==> src/rtl/mult_pkg.sv <==
// Shared definitions for the multiplier sequencer slice.
// Contents: default operand width, default watchdog limit and the one-hot
// encoding of the sequencer FSM states.
package mult_pkg;

    localparam int unsigned DEF_WIDTH       = 32;
    localparam int unsigned DEF_TIMEOUT_CYC = 64;

    // One-hot so that each state decodes from a single flop.
    typedef enum logic [2:0] {
        ST_IDLE      = 3'b001,
        ST_ISSUE     = 3'b010,
        ST_WAIT_DONE = 3'b100
    } seq_state_e;

endpackage

==> src/rtl/mult_sequencer_if.sv <==
// Bus bundle for mult_sequencer.
// Groups three handshakes:
//   in_*  : operand stream in (valid/ready, operands A and B)
//   out_* : product stream out (valid/ready, 2*WIDTH product)
//   mul_* : multiplier handshake (start/ready, operands out, product in)
// Modports:
//   slave  : the sequencer's view
//   master : the surrounding environment's view
interface mult_sequencer_if import mult_pkg::*; #(
    parameter int unsigned WIDTH = DEF_WIDTH
);
    logic               in_valid;
    logic               in_ready;
    logic [WIDTH-1:0]   in_a;
    logic [WIDTH-1:0]   in_b;
    logic               out_valid;
    logic               out_ready;
    logic [2*WIDTH-1:0] out_p;
    logic               mul_start;
    logic               mul_ready;
    logic [WIDTH-1:0]   mul_a;
    logic [WIDTH-1:0]   mul_b;
    logic [2*WIDTH-1:0] mul_p;

    modport slave (
        input  in_valid, in_a, in_b, out_ready, mul_ready, mul_p,
        output in_ready, out_valid, out_p, mul_start, mul_a, mul_b
    );

    modport master (
        output in_valid, in_a, in_b, out_ready, mul_ready, mul_p,
        input  in_ready, out_valid, out_p, mul_start, mul_a, mul_b
    );
endinterface

==> src/rtl/mult_op_fifo.sv <==
// Operand-pair FIFO in front of the multiplier.
// DEPTH entries of 2*WIDTH bits ({a, b}). Pointers carry an extra wrap bit so
// that full and empty can be told apart when the index bits are equal.
// Ports:
//   clock, reset : clock and synchronous active-high reset
//   push/wr_data : write request and data (ignored when full)
//   pop/rd_data  : read request (ignored when empty) and head-of-queue data
//   full, empty  : occupancy flags, decoded from registered pointers
module mult_op_fifo import mult_pkg::*; #(
    parameter int unsigned WIDTH = DEF_WIDTH,
    parameter int unsigned DEPTH = 4
) (
    input  logic               clock,
    input  logic               reset,
    input  logic               push,
    input  logic [2*WIDTH-1:0] wr_data,
    input  logic               pop,
    output logic [2*WIDTH-1:0] rd_data,
    output logic               full,
    output logic               empty
);
    localparam int unsigned AW = $clog2(DEPTH);
    localparam int unsigned PW = AW + 1;

    logic [2*WIDTH-1:0] mem_r [DEPTH];
    logic [PW-1:0]      wr_ptr_r;
    logic [PW-1:0]      rd_ptr_r;
    logic               wr_en_s;
    logic               rd_en_s;

    assign full    = (wr_ptr_r[AW] != rd_ptr_r[AW]) &&
                     (wr_ptr_r[AW-1:0] == rd_ptr_r[AW-1:0]);
    assign empty   = (wr_ptr_r == rd_ptr_r);
    assign wr_en_s = push && !full;
    assign rd_en_s = pop && !empty;
    assign rd_data = mem_r[rd_ptr_r[AW-1:0]];

    // Read and write pointers; reset empties the queue.
    always_ff @(posedge clock) begin
        if (reset) begin
            wr_ptr_r <= {PW{1'b0}};
            rd_ptr_r <= {PW{1'b0}};
        end else begin
            if (wr_en_s) begin
                wr_ptr_r <= wr_ptr_r + PW'(1);
            end
            if (rd_en_s) begin
                rd_ptr_r <= rd_ptr_r + PW'(1);
            end
        end
    end

    // Entry storage; contents are don't-care until written, so no reset.
    always_ff @(posedge clock) begin
        if (wr_en_s) begin
            mem_r[wr_ptr_r[AW-1:0]] <= wr_data;
        end
    end
endmodule

==> src/rtl/mult_sequencer.sv <==
// Sequencer wrapping a shift-and-add multiplier.
// Queues operand pairs, issues them one at a time with a start/ready
// handshake, holds operands stable during the operation, captures the product
// into a valid/ready output register, aborts stalled operations via a
// watchdog and counts completed products.
// Ports:
//   clock, reset : clock and synchronous active-high reset (shared with the
//                  multiplier)
//   bus          : in_*/out_*/mul_* handshakes (slave modport)
//   busy         : high while an operation is in ISSUE or WAIT_DONE
//   timeout_err  : sticky watchdog flag
//   ops_done     : completed-product count, wraps
module mult_sequencer import mult_pkg::*; #(
    parameter int unsigned WIDTH       = DEF_WIDTH,
    parameter int unsigned DEPTH       = 4,
    parameter int unsigned TIMEOUT_CYC = DEF_TIMEOUT_CYC,
    parameter int unsigned CNT_W       = 16
) (
    input  logic                 clock,
    input  logic                 reset,
    mult_sequencer_if.slave      bus,
    output logic                 busy,
    output logic                 timeout_err,
    output logic [CNT_W-1:0]     ops_done
);
    localparam int unsigned WD_W = $clog2(TIMEOUT_CYC + 1);
    localparam logic [WD_W-1:0] WD_LAST = WD_W'(TIMEOUT_CYC - 1);

    seq_state_e         state_r,       state_nxt_s;
    logic               mul_start_r,   mul_start_nxt_s;
    logic [WIDTH-1:0]   mul_a_r,       mul_a_nxt_s;
    logic [WIDTH-1:0]   mul_b_r,       mul_b_nxt_s;
    logic               out_valid_r,   out_valid_nxt_s;
    logic [2*WIDTH-1:0] out_p_r,       out_p_nxt_s;
    logic [WD_W-1:0]    wd_r,          wd_nxt_s;
    logic               timeout_r,     timeout_nxt_s;
    logic [CNT_W-1:0]   ops_done_r,    ops_done_nxt_s;

    logic               push_s;
    logic               pop_s;
    logic               full_s;
    logic               empty_s;
    logic [2*WIDTH-1:0] head_s;

    assign push_s = bus.in_valid && !full_s;

    mult_op_fifo #(
        .WIDTH (WIDTH),
        .DEPTH (DEPTH)
    ) u_fifo (
        .clock   (clock),
        .reset   (reset),
        .push    (push_s),
        .wr_data ({bus.in_a, bus.in_b}),
        .pop     (pop_s),
        .rd_data (head_s),
        .full    (full_s),
        .empty   (empty_s)
    );

    // Next-state and next-register logic for the issue FSM and watchdog.
    always_comb begin
        state_nxt_s     = state_r;
        mul_start_nxt_s = mul_start_r;
        mul_a_nxt_s     = mul_a_r;
        mul_b_nxt_s     = mul_b_r;
        out_p_nxt_s     = out_p_r;
        wd_nxt_s        = wd_r;
        timeout_nxt_s   = timeout_r;
        ops_done_nxt_s  = ops_done_r;
        pop_s           = 1'b0;

        // Consumer handshake; IDLE below still sees the old out_valid_r, so an
        // accept in this cycle delays the next issue by one cycle.
        if (out_valid_r && bus.out_ready) begin
            out_valid_nxt_s = 1'b0;
        end else begin
            out_valid_nxt_s = out_valid_r;
        end

        case (state_r)
            ST_IDLE: begin
                mul_start_nxt_s = 1'b0;
                if (!empty_s && bus.mul_ready && !out_valid_r) begin
                    pop_s           = 1'b1;
                    mul_a_nxt_s     = head_s[2*WIDTH-1:WIDTH];
                    mul_b_nxt_s     = head_s[WIDTH-1:0];
                    mul_start_nxt_s = 1'b1;
                    wd_nxt_s        = {WD_W{1'b0}};
                    state_nxt_s     = ST_ISSUE;
                end else begin
                    state_nxt_s     = ST_IDLE;
                end
            end
            ST_ISSUE: begin
                wd_nxt_s = wd_r + WD_W'(1);
                if (wd_r == WD_LAST) begin
                    // Watchdog expiry wins over any handshake this cycle.
                    mul_start_nxt_s = 1'b0;
                    timeout_nxt_s   = 1'b1;
                    state_nxt_s     = ST_IDLE;
                end else if (!bus.mul_ready) begin
                    mul_start_nxt_s = 1'b0;
                    state_nxt_s     = ST_WAIT_DONE;
                end else begin
                    mul_start_nxt_s = 1'b1;
                    state_nxt_s     = ST_ISSUE;
                end
            end
            ST_WAIT_DONE: begin
                mul_start_nxt_s = 1'b0;
                wd_nxt_s        = wd_r + WD_W'(1);
                if (wd_r == WD_LAST) begin
                    timeout_nxt_s = 1'b1;
                    state_nxt_s   = ST_IDLE;
                end else if (bus.mul_ready) begin
                    out_p_nxt_s     = bus.mul_p;
                    out_valid_nxt_s = 1'b1;
                    ops_done_nxt_s  = ops_done_r + CNT_W'(1);
                    state_nxt_s     = ST_IDLE;
                end else begin
                    state_nxt_s     = ST_WAIT_DONE;
                end
            end
            default: begin
                mul_start_nxt_s = 1'b0;
                state_nxt_s     = ST_IDLE;
            end
        endcase
    end

    // State and output registers.
    always_ff @(posedge clock) begin
        if (reset) begin
            state_r     <= ST_IDLE;
            mul_start_r <= 1'b0;
            mul_a_r     <= {WIDTH{1'b0}};
            mul_b_r     <= {WIDTH{1'b0}};
            out_valid_r <= 1'b0;
            out_p_r     <= {(2*WIDTH){1'b0}};
            wd_r        <= {WD_W{1'b0}};
            timeout_r   <= 1'b0;
            ops_done_r  <= {CNT_W{1'b0}};
        end else begin
            state_r     <= state_nxt_s;
            mul_start_r <= mul_start_nxt_s;
            mul_a_r     <= mul_a_nxt_s;
            mul_b_r     <= mul_b_nxt_s;
            out_valid_r <= out_valid_nxt_s;
            out_p_r     <= out_p_nxt_s;
            wd_r        <= wd_nxt_s;
            timeout_r   <= timeout_nxt_s;
            ops_done_r  <= ops_done_nxt_s;
        end
    end

    assign bus.in_ready  = !full_s;
    assign bus.out_valid = out_valid_r;
    assign bus.out_p     = out_p_r;
    assign bus.mul_start = mul_start_r;
    assign bus.mul_a     = mul_a_r;
    assign bus.mul_b     = mul_b_r;
    assign busy          = (state_r == ST_ISSUE) || (state_r == ST_WAIT_DONE);
    assign timeout_err   = timeout_r;
    assign ops_done      = ops_done_r;
endmodule

==> src/flat_wrapper.sv <==
// flat-port wrapper written by rule: the top's interface ports become plain ports
module mult_sequencer_flat import mult_pkg::*;
#(
    parameter int unsigned WIDTH       = DEF_WIDTH,
    parameter int unsigned DEPTH       = 4,
    parameter int unsigned TIMEOUT_CYC = DEF_TIMEOUT_CYC,
    parameter int unsigned CNT_W       = 16
)
  (clock, reset, busy, timeout_err, ops_done, bus_in_valid, bus_in_a, bus_in_b, bus_out_ready, bus_mul_ready, bus_mul_p, bus_in_ready, bus_out_valid, bus_out_p, bus_mul_start, bus_mul_a, bus_mul_b);
  mult_sequencer_if #(.WIDTH(WIDTH)) bus_i ();
  input  logic clock;
  input  logic reset;
  output logic busy;
  output logic timeout_err;
  output logic [CNT_W-1:0] ops_done;
  input wire logic [$bits(bus_i.in_valid)-1:0] bus_in_valid;
  input wire logic [$bits(bus_i.in_a)-1:0] bus_in_a;
  input wire logic [$bits(bus_i.in_b)-1:0] bus_in_b;
  input wire logic [$bits(bus_i.out_ready)-1:0] bus_out_ready;
  input wire logic [$bits(bus_i.mul_ready)-1:0] bus_mul_ready;
  input wire logic [$bits(bus_i.mul_p)-1:0] bus_mul_p;
  output wire logic [$bits(bus_i.in_ready)-1:0] bus_in_ready;
  output wire logic [$bits(bus_i.out_valid)-1:0] bus_out_valid;
  output wire logic [$bits(bus_i.out_p)-1:0] bus_out_p;
  output wire logic [$bits(bus_i.mul_start)-1:0] bus_mul_start;
  output wire logic [$bits(bus_i.mul_a)-1:0] bus_mul_a;
  output wire logic [$bits(bus_i.mul_b)-1:0] bus_mul_b;
  assign bus_i.in_valid = bus_in_valid;
  assign bus_i.in_a = bus_in_a;
  assign bus_i.in_b = bus_in_b;
  assign bus_i.out_ready = bus_out_ready;
  assign bus_i.mul_ready = bus_mul_ready;
  assign bus_i.mul_p = bus_mul_p;
  assign bus_in_ready = bus_i.in_ready;
  assign bus_out_valid = bus_i.out_valid;
  assign bus_out_p = bus_i.out_p;
  assign bus_mul_start = bus_i.mul_start;
  assign bus_mul_a = bus_i.mul_a;
  assign bus_mul_b = bus_i.mul_b;
  mult_sequencer #(.WIDTH(WIDTH), .DEPTH(DEPTH), .TIMEOUT_CYC(TIMEOUT_CYC), .CNT_W(CNT_W)) u_core (.clock(clock), .reset(reset), .bus(bus_i), .busy(busy), .timeout_err(timeout_err), .ops_done(ops_done));
endmodule
==> config.mk <==
export PLATFORM = sky130hd
export DESIGN_NAME = mult_sequencer_flat
export DESIGN_NICKNAME = d
export VERILOG_FILES = /design/src/rtl/mult_pkg.sv /design/src/rtl/mult_sequencer_if.sv /design/src/rtl/mult_op_fifo.sv /design/src/rtl/mult_sequencer.sv /design/src/flat_wrapper.sv
export SDC_FILE = /design/constraint.sdc
export NUM_CORES = 1
export LEC_CHECK = 0
export BUFFER_PORTS_ARGS = -buffer_cell sky130_fd_sc_hd__buf_2
export CAP_MARGIN = 0
export CORE_UTILIZATION = 35
export CTS_BUF_LIST = sky130_fd_sc_hd__clkbuf_4 sky130_fd_sc_hd__clkbuf_8 sky130_fd_sc_hd__clkbuf_16
export CTS_CLUSTER_DIAMETER = 120
export DETAILED_ROUTE_END_ITERATION = 8
export PLACE_DENSITY = 0.61
export SLEW_MARGIN = 30
export SYNTH_ARGS = -nofsm -noshare
export SYNTH_HDL_FRONTEND = slang
export SYNTH_SLANG_ARGS = --single-unit
==> constraint.sdc <==
create_clock -name clock -period 4.5 [get_ports clock]
set_clock_uncertainty 0.05 [all_clocks]
set_input_delay 0.225 -clock clock [delete_from_list [all_inputs] [get_ports clock]]
set_output_delay 0.225 -clock clock [all_outputs]
set_load 0.03 [all_outputs]
Word level (Yosys, flattened, before mapping)
Memory sizes are Yosys's and may differ from the RTL's. A register that Yosys moved wholly into a read port is not among the register bits.
Index checks and enable logic that the tools add are counted.

word-level totals
  flip-flop bits (word level) = 99
  memory bits (writable) = 256
  input bits = 133
  output and inout bits = 149
  word-level logic and storage cells = 59
  memories = 1

cells by class
  add/sub/neg operators = 4
  equal/unequal tests = 8
  muxes and demuxes = 19
  bitwise operators = 1
  reductions and logical operators = 17

memory list
  name                 words  bits a word  rd ports  clocked after memory_dff  wr ports  line                source
  u_core.u_fifo.mem_r  4      64           1         1                         1         mult_op_fifo.sv:25  logic [2*WIDTH-1:0] mem_r [DEPTH];

operators by type and width
  kind                                                                   count
  16-bit by 1-bit adder with 16-bit output, second input constant        1
  7-bit case mux with 2 select lines                                     1
  3-bit two-way mux                                                      4
  1-bit two-way mux                                                      10
  3-bit case mux with 3 select lines                                     1
  7-bit by 1-bit adder with 7-bit output, second input constant          1
  7-bit by 6-bit equality test with 1-bit output, second input constant  1
  1-bit logical AND                                                      7
  7-bit two-way mux                                                      1
  3-bit by 1-bit adder with 3-bit output, second input constant          2
  2-bit AND reduction                                                    3
  3-bit by 1-bit equality test with 1-bit output, second input constant  1
  3-bit by 2-bit equality test with 1-bit output, second input constant  1
  3-bit equality test                                                    1
  3-bit equality test, second input constant                             1
  1-bit logical NOT                                                      3
  3-bit AND reduction                                                    1
  2-bit equality test                                                    1
  2-bit two-way mux                                                      1
  2-bit by 1-bit != test with 1-bit output, second input constant        1
  1-bit case mux with 2 select lines                                     1
  2-bit nonzero test                                                     1
  2-bit OR reduction                                                     1
  1-bit logical OR                                                       1
  2 further kinds                                                        2

Longest topological paths before layout
Gate-level depths: netlist of run 1.

  word-level depth = 7
  mapped depth = 8
  depth with buffers taken out = 5

By module
Synthesis of run 1 repeated with hierarchy kept, for this count alone.

unflattened totals
  cell total of the unflattened synthesis = 1117
  area total of the unflattened synthesis = 15544.9 um^2

modules (own cells, without submodules)
  module          instances  cells each  area each (um^2)  sequential area each (um^2)
  mult_op_fifo    1          402         9788.1            7847.5
  mult_sequencer  1          715         5756.8            3143.0

Worst setup path before layout of run 1
OpenSTA, ideal clock, no wires.

  path type = flip-flop to flip-flop
  from = register u_core.u_fifo.rd_ptr_r[0]
  to = memory u_core.u_fifo.mem_r[3][0] (netlist bit), enable pin
  library setup time = 0.430 ns
  data arrival time = 2.508 ns
  data required time = 4.020 ns
  slack = 1.512 ns
  cell stages (with the launch flop) = 5
  buffers on the path = 1
  period minus slack after synthesis = 2.988 ns
  path through = dfxtp_1 buf_2 xor2_1 o31a_1 and2_1

between the ends
  longest elaborated chain between the ends = 7

ends and longest elaborated chain
  item                                       line                                      source
  from (decl)                                mult_op_fifo.sv:27                        logic [PW-1:0] rd_ptr_r;
  from (signal assigned)                     mult_op_fifo.sv:42                        rd_ptr_r <= {PW{1'b0}};
  from (signal assigned)                     mult_op_fifo.sv:48                        rd_ptr_r <= rd_ptr_r + PW'(1);
  2-bit equality test *                      mult_op_fifo.sv:32                        (wr_ptr_r[AW-1:0] == rd_ptr_r[AW-1:0]);
  1-bit logical AND *                        mult_op_fifo.sv:31                        assign full = (wr_ptr_r[AW] != rd_ptr_r[AW]) &&
  1-bit logical NOT *                        mult_op_fifo.sv:34, mult_sequencer.sv:45
  1-bit logical AND                          mult_sequencer.sv:45                      assign push_s = bus.in_valid && !full_s;
  1-bit logical AND *                        mult_op_fifo.sv:34                        assign wr_en_s = push && !full;
  1-bit two-way mux *                        mult_op_fifo.sv:55                        if (wr_en_s) begin
  1-bit two-way mux (implied by the code) *  mult_op_fifo.sv:56                        mem_r[wr_ptr_r[AW-1:0]] <= wr_data;
  to (decl)                                  mult_op_fifo.sv:25

Mark *: on every way between the ends. The rest lies on a longest branch, timed or not.

Worst setup path after layout of run 1
  from = register u_core.wd_r[0]
  to = register u_core.out_p_r[29] (netlist: u_core.bus.out_p[29])

between the ends
  longest elaborated chain between the ends = 3

ends and longest elaborated chain
  item                                            line                   source
  from (decl)                                     mult_sequencer.sv:35   logic [WD_W-1:0] wd_r, wd_nxt_s;
  from (signal assigned)                          mult_sequencer.sv:141  wd_r <= {WD_W{1'b0}};
  from (signal assigned)                          mult_sequencer.sv:151  wd_r <= wd_nxt_s;
  7-bit by 6-bit equality test with 1-bit output  mult_sequencer.sv:113  if (wd_r == WD_LAST) begin
  1-bit inverter (no line)                        n/a
  3-bit AND reduction (no line)                   n/a
  to (signal assigned)                            mult_sequencer.sv:140  out_p_r <= {(2*WIDTH){1'b0}};
  to (signal assigned)                            mult_sequencer.sv:150  out_p_r <= out_p_nxt_s;
  to (decl)                                       mult_sequencer.sv:34   logic [2*WIDTH-1:0] out_p_r, out_p_nxt_s;

No other way between the ends.
A chain may end at the register's enable or synchronous reset.

==> results of run 1 <==
layer usage:
| layer | GRT usage | part of all wire |
|---|---|---|
| met5 | 0 | 0 |
| met4 | 0.0697 | 0.030 |
| met3 | 0.0400 | 0.077 |
| met2 | 0.307 | 0.50 |
| met1 | 0.204 | 0.40 |
logic make-up after synthesis:
group	Yosys count	share of synthesized area
flip-flops	419	0.705
AND/OR/NAND/NOR	266	0.0784
AO/OA/AOI/OAI	247	0.0862
buffers and inverters	87	0.0249
multiplexers	66	0.0941
XOR/XNOR	11	0.00620
adder cells (fa/ha/maj)	7	0.00563
worst register-to-register path, delay by kind of cell, from the launching register on:
family          cells  cell delay (ns)
flops               1             0.39
simple gates        2             0.49
buf+inv             1             0.47
compound gates      2             0.93
fa+ha+maj           1             0.25
sequential cells by signal (all words and copies together) (netlist names), 3 cells and up:
name	count
u_core.state_r	3
u_core.u_fifo.rd_ptr_r	3
u_core.bus.out_p	64
u_core.u_fifo.mem_r	256
u_core.u_fifo.wr_ptr_r	3
u_core.bus.mul_a	32
u_core.ops_done	16
u_core.wd_r	7
u_core.bus.mul_b	32
layout by cell type, fill, tap and decap left out, types with 5 or more instances in the layout:
cell           synthesis  layout
a21oi_1              146     146
buf_2                 27     280
buf_4                  7       7
clkbuf_16              0      46
clkbuf_4               0      18
clkbuf_8               0       7
dfxtp_1              163     161
dlygate4sd3_1          0     130
edfxtp_1             256     256
ha_1                   7       7
inv_1                  6       6
mux4_2                64      64
nand2_1              142     142
nand3_1               73      72
nor2_1                13      13
o21ai_0               71      71
o21ai_1                6       5
o31ai_1                5       5
or3_1                  8       7
xor2_1                 7       7
metrics by stage:
step / hold slack (ns) / cells / instance area (sq um) / utilization
2_1_floorplan: 0.254 / 1103 / 15500 / -
3_3_place_gp: 0.375 / 1897 / 17400 / 0.401
3_5_place_dp: 0.380 / 1901 / 17600 / 0.404
4_1_cts: 0.103 / 2116 / 20400 / 0.468
5_1_grt: 0.159 / 2121 / 20400 / 0.469
6_report: 0.102 / 2121 / 20400 / 0.469
where the power goes:
group          switching (uW)  internal [uW]
Clock                    1490           2180
Combinational             788            477
Sequential               95.8           4280
layout make-up:
| cell class | count | area [sq um] | area share |
|---|---|---|---|
| Sequential cell | 419 | 11000 | 0.538 |
| Multi-Input combinational cell | 597 | 4260 | 0.209 |
| Timing Repair Buffer | 424 | 2900 | 0.142 |
| Clock buffer | 71 | 1380 | 0.0678 |
| Tap cell | 585 | 732 | 0.0359 |
| Clock inverter | 14 | 115 | 0.00565 |
| Inverter | 7 | 26.3 | 0.00129 |
| Antenna cell | 4 | 10.0 | 0.000491 |
worst paths after layout:
check | start | endpoint | slack [ns] | cells past startpoint
max reg2reg | u_core.wd_r[0] | u_core.bus.out_p[29] | 1.82 | 6
max | u_core.wd_r[0] | u_core.bus.out_p[29] | 1.82 | 6
min reg2reg | u_core.bus.out_p[33] | u_core.bus.out_p[33] | 0.40 | 2
min | reset | u_core.bus.mul_b[28] | 0.10 | 2
==> metrics, run 1 <==
WS Path Type=reg -> reg; dpl hpwl=23300 um; power per cell area=457 nW/um^2; vias per inst=4.95; vias in the first global route=10500; clock root cell=clkbuf_16; CTS Buf Count=46; Worst Setup End Kind=flop; # DRC=0; CTS resizes=0; area leader, netlist=edfxtp_1; Critical Path Source Type=flop; worst setup margin=1.82 ns; Period Utilization, post-route=0.595; Avg Cell Area, Syn=14.1 sq um; later-pin clock latency in the skew report=0.57 ns; total number of vias=10500; post-DR wirelength/cell=18.9 um; flops & latches, synth=419; Peak supply drop=0.000294 V; register area share after synthesis=0.705; Post-synth top flop=edfxtp_1; top cell type's share of synthesized area=0.495; total power draw=9320 uW; H-tree depth=2; register clock-pin slew on the reported worst setup and hold paths=0.06 ns; crit-path cells=ha_1, nand4_2, o21ai_4, buf_4, nand2_1, a21oi_1; post-synthesis instance area=15500 sq um; worst-case clock buffer depth=3; Period minus WS final=2.68 ns; Die Wd=213 um; FMAX=373 MHz; global-route wire length before repair=59500 um; CTS Hold Bufs=130; PortBufs=281; DIE HEIGHT=213 um; first-pass detailed-route iteration total=5; number of fill cells=3813; synth-to-layout area growth=31.2%; full die area=45300 sq um; Final nets=1635; hold crit path type=in -> reg; initial antenna violation count=4; post-place setup slack=1.74 ns; status=completed; Tightest Pin Transition=0.936 ns; cells after synthesis=1103; unrepaired setup endpoints after global routing=false; layout cells sized above 1=0.298; Post-synth top cells=256 x edfxtp_1, 163 x dfxtp_1, 146 x a21oi_1; critical path peak fanout=36; Critical-path top delay cell=o21ai_4; Row Count=76; Worst Path Arrival=3.10 ns; Leak=0.00734 uW; Bufs and invs on worst path=1; Netlist cell types=49; syn nets=1243; initial core utilization=0.358; Hold Vio Cnt, Final=0; # IOs=282; max_slew headroom=0.376; Final setup viols=0; Remaining Overflow, GRT=0; total core area=43500 sq um; CTS tree=yes; number of flops mapped to enable cells by yosys=256; top-count cell post-synth=edfxtp_1; Max Cap Viol=0; gpl congestion=0.754; GRT Overall Usage=0.174; CP top delay family=compound AO/OA/AOI/OAI gates; post-CTS setup buffers=0; Final ANT Viol Nets=0; Slew Limit Fails=0; WL final=40000 um; Req. time, crit path=4.92 ns; max incr delay on CP=0.75 ns; clock tree sinks=419; fraction of registers with async set/reset=0; Fin Setup TNS=0 ns; largest cells by area after synthesis=edfxtp_1 49%, dfxtp_1 21%, mux4_2 9.3%, a21oi_1 4.7%, nand2_1 3.4%; largest net degree at the start of global routing=132; DR iter-0 viols=679; Yosys warnings=0
Power figures use the tool's default switching activity.
==> inputs of run 2 (changes only) <==
ABC_AREA = 1   (was unset)
PLACE_DENSITY = 0.63   (was 0.61)
clock period = 2.3 ns   (was 4.5 ns; I/O delays follow)
==> metrics, run 2 <==
status=completed; flops & latches, synth=419; Period Utilization, post-route=0.869; total number of vias=12100; # DRC=0; Final nets=2051; commonest non-fill, non-tap cells in the layout=486 x nor2_1, 288 x o21ai_0, 281 x buf_2, 256 x edfxtp_1, 161 x dfxtp_1; vias per inst=4.74; Avg Cell Area, Syn=10.4 sq um; crit-path cells=ha_1, nand3_1, nor2_2, nor2_4, inv_2, buf_4, nor2_1, nor2_1; largest cells by area after synthesis=edfxtp_1 49%, dfxtp_1 21%, nor2_1 12%, o21ai_0 9.1%, clkbuf_1 1.3%; post-CTS setup buffers=0; Worst Path Arrival=2.43 ns; Hold Vio Cnt, Final=0; unrepaired setup endpoints after global routing=false; DR iter-0 viols=669; FMAX=500 MHz; Final Util=0.469; synth-to-layout area growth=31.8%; Post-synth top cells=491 x nor2_1, 288 x o21ai_0, 256 x edfxtp_1; later-pin clock latency in the skew report=0.57 ns; cells after synthesis=1512; post-place setup slack=0.348 ns; Final setup viols=0; Remaining Overflow, GRT=0; full die area=46000 sq um; # IOs=282; power per cell area=923 nW/um^2; number of flops mapped to enable cells by yosys=256; initial core utilization=0.356; Req. time, crit path=2.73 ns; post-synthesis instance area=15800 sq um; area leader, netlist=edfxtp_1; WS Path Type=reg -> reg; Leak=0.00836 uW; initial antenna violation count=3; syn nets=1652; Netlist cell types=27; layout cells sized above 1=0.213; Max Cap Viol=0; commonest non-fill, non-tap cell in the layout=nor2_1; number of fill cells=4011; max_slew headroom=0.621; top cell type's share of synthesized area=0.487; Post-synth top flop=edfxtp_1; register clock-pin slew on the reported worst setup and hold paths=0.06 ns; reg-to-reg slack, setup=0.30 ns; fraction of registers with async set/reset=0; Die Wd=214 um; largest net degree at the start of global routing=131; register area share after synthesis=0.693; top-count cell post-synth=nor2_1; critical path peak fanout=21; clock root cell=clkbuf_16; Tightest Pin Transition=0.568 ns; total core area=44400 sq um; gpl congestion=0.876; CP most frequent cell=nor2_1; Final ANT Viol Nets=0; Critical-path top delay cell=dfxtp_1; post-DR wirelength/cell=15.8 um; max reg flops=256; GRT Overall Usage=0.173; Worst Setup End Kind=flop; Period minus WS final=2.00 ns; DIE HEIGHT=214 um; Slew Limit Fails=0; Critical Path Source Type=flop; CTS Hold Bufs=133; vias in the first global route=11900; worst setup margin=0.300 ns; clock tree sinks=419; first-pass detailed-route iteration total=7; max incr delay on CP=0.37 ns; CTS resizes=0; H-tree depth=2; Peak supply drop=0.00107 V; Yosys warnings=0; PortBufs=281; dpl hpwl=23000 um; Row Count=77; WL final=40300 um; global-route wire length before repair=63300 um; CTS tree=yes; hold crit path type=in -> reg; CTS Buf Count=46; worst-case clock buffer depth=3
-- run 2: worst max-delay path, delay by kind of cell (launching register included) --
kind          cells  cell delay [ns]
fa+ha+maj         1             0.19
simple gates      5             0.65
buf+inv           2             0.64
flops             1             0.37
-- run 2: cell families after synthesis --
family / after synthesis / share of synthesized area
AOI/OAI and AO/OA: 346 / 0.110
adders and majority gates: 7 / 0.00554
and+or+nand+nor: 600 / 0.149
DFF: 419 / 0.693
xor gates and xnor gates: 4 / 0.00222
buffers and inverters: 136 / 0.0406
-- run 2: metal layers --
| metal | global-route usage | vias up | part of all wire |
|---|---|---|---|
| li1 | - | 5944 | - |
| met1 | 0.207 | 5690 | 0.43 |
| met2 | 0.307 | 352 | 0.49 |
| met3 | 0.0325 | 74 | 0.053 |
| met4 | 0.0671 | 0 | 0.029 |
| met5 | 0 | - | 0 |
-- run 2: power by group --
group | switching (uW) | internal, uW | leakage [uW] | total, uW
logic | 2120 | 1020 | 0.00391 | 3140
clock network | 2980 | 4460 | 0.000774 | 7440
registers | 181 | 8460 | 0.00368 | 8640
total | 5290 | 13900 | 0.00836 | 19200
-- run 2: final cells by class --
class | count | area [sq um] | area share
tap | 592 | 741 | 0.0356
inverter | 44 | 170 | 0.00817
sequential | 419 | 11000 | 0.526
clock buffer | 65 | 1350 | 0.0648
clock inverter | 20 | 223 | 0.0107
multi-input combinational | 957 | 4260 | 0.204
timing repair buffer | 443 | 3120 | 0.150
antenna | 3 | 7.51 | 0.000361
-- run 2: through the flow --
stage	setup TNS [ns]	hold slack, ns	instance area (sq um)	cells	power, uW
finish	0	0.235	20800	2543	19200
global route	0	0.219	20800	2542	20100
CTS	0	0.187	20800	2540	19500
detailed placement	0	0.281	17900	2322	11800
global placement	0	0.278	17900	2322	11700
floorplan	-72.67	0.144	15800	1512	10800
-- run 2: worst paths after layout --
kind	start	endpoint	cells after the start
setup / recovery	u_core.wd_r[0]	u_core.bus.out_p[21]	8
hold / removal	bus_in_a[16]	u_core.u_fifo.mem_r[2][48]	2
setup reg to reg	u_core.wd_r[0]	u_core.bus.out_p[21]	8
hold reg to reg	u_core.bus.mul_a[3]	u_core.bus.mul_a[3]	2
==> inputs of run 3 (changes only) <==
RECOVER_POWER = 25   (was unset)
==> metrics, run 3 (same netlist as run 2, synthesis figures left out) <==
commonest non-fill, non-tap cell in the layout=nor2_1; full die area=46000 sq um; WS Path Type=reg -> reg; register clock-pin slew on the reported worst setup and hold paths=0.06 ns; Leak=0.00822 uW; GRT Overall Usage=0.173; DIE HEIGHT=214 um; Slew Limit Fails=0; Hold Slack=0.263 ns; layout cells sized above 1=0.186; initial antenna violation count=3; # DRC=0; total number of vias=12000; critical hold path startpoint=bus_mul_p[28]; WL final=40300 um; Period minus WS final=2.01 ns; final instance area=20800 sq um; worst hold stages=4; Register-to-Register Path Depth=8; Final ANT Viol Nets=0; reg-to-reg slack, setup=0.29 ns; Peak supply drop=0.00107 V; FMAX=497 MHz; PortBufs=281; CTS tree=yes; gpl congestion=0.876; Row Count=77; first-pass detailed-route iteration total=7; reg-to-reg endpoint=u_core.bus.out_p[21]; clock root cell=clkbuf_16; status=completed; Final Util=0.467; commonest non-fill, non-tap cells in the layout=486 x nor2_1, 288 x o21ai_0, 256 x edfxtp_1, 228 x buf_2, 161 x dfxtp_1; final non-filler cell total=2543; Period Utilization, post-route=0.875; vias in the first global route=11900; H-tree depth=2; synth-to-layout area growth=31.4%; worst-case clock buffer depth=3; vias per inst=4.74; placed insts=2322; clock tree sinks=419; critical path peak fanout=21; Hold Vio Cnt, Final=0; Final nets=2051; power per cell area=925 nW/um^2; Area after DPL=17900 sq um; Die Wd=214 um; Max Cap Viol=0; CTS Buf Count=46; unrepaired setup endpoints after global routing=false; global-route wire length before repair=63300 um; Tightest Pin Transition=0.569 ns; initial core utilization=0.356; Remaining Overflow, GRT=0; # IOs=282; Final setup viols=0; dpl hpwl=23000 um; DR iter-0 viols=691; Worst Path Arrival=2.45 ns; Hold Path Sink=u_core.bus.out_p[28]; Worst Setup End Kind=flop; largest net degree at the start of global routing=131; total core area=44400 sq um; number of fill cells=4054; Req. time, crit path=2.73 ns; R2R Path Start=u_core.wd_r[0]; hold crit path type=in -> reg; max reg flops=256; later-pin clock latency in the skew report=0.57 ns; post-DR wirelength/cell=15.8 um; Critical Path Source Type=flop; max_slew headroom=0.621
[run 3: changes by cell type in the layout (fill, tap and decap cells not counted), sizes merged]
cell	delta
buf	-53
clkbuf	+53
[run 3: power by group]
| group | internal (uW) | switching (uW) | total [uW] |
|---|---|---|---|
| Clock | 4460 | 2970 | 7430 |
| Sequential | 8460 | 181 | 8640 |
| Combinational | 1000 | 2120 | 3130 |
[run 3: routing by layer]
metal / routed length (um) / track usage
met5: 0 / 0
met2: 19800 / 0.307
met4: 1170 / 0.0671
met3: 2200 / 0.0325
met1: 17100 / 0.207
[run 3: worst max-delay path by stage]
stage,start,to,depth (start not counted)
final,u_core.wd_r[0],u_core.bus.out_p[21],8
after floorplan,u_core.u_fifo.rd_ptr_r[0],u_core.u_fifo.mem_r[0][0],7
after detailed placement,u_core.wd_r[0],u_core.bus.out_p[23],8
after global placement,u_core.wd_r[0],u_core.bus.out_p[24],8
after global routing,u_core.wd_r[0],u_core.bus.out_p[22],8
after CTS,u_core.wd_r[0],u_core.bus.out_p[22],8
[run 3: layout make-up]
class / instances / area [sq um] / share of cell area
sequential: 419 / 11000 / 0.528
inverter: 44 / 170 / 0.00820
timing repair buffer: 443 / 3050 / 0.147
clock inverter: 20 / 223 / 0.0107
antenna: 3 / 7.51 / 0.000362
multi-input combinational: 957 / 4260 / 0.205
clock buffer: 65 / 1350 / 0.0650
tap: 592 / 741 / 0.0357
[run 3: what timing repair did]
action / in CTS / in global routing
endpoints found under the setup margin: 0 / 0
resized for setup: 0 / 0
hold buffers: 133 / 0
buffers inserted: 0 / 0
hold endpoints to repair: 352 / 0
[run 3: stage by stage]
| step | total power [uW] | setup WS (ns) | TNS [ns] |
|---|---|---|---|
| after detailed placement | 11800 | 0.348 | 0 |
| after CTS | 19500 | 0.287 | 0 |
| after floorplan | 10800 | -0.301 | -72.67 |
| final | 19200 | 0.287 | 0 |
| after global placement | 11700 | 0.404 | 0 |
| after global routing | 20100 | 0.146 | 0 |
[run 3: critical path: stages, from the launching register on]
cell,delay [ns]
dfxtp_1,0.37
ha_1,0.19
nand3_1,0.14
nor2_2,0.25
nor2_4,0.07
inv_2,0.35
buf_4,0.30
nor2_1,0.08
nor2_1,0.11
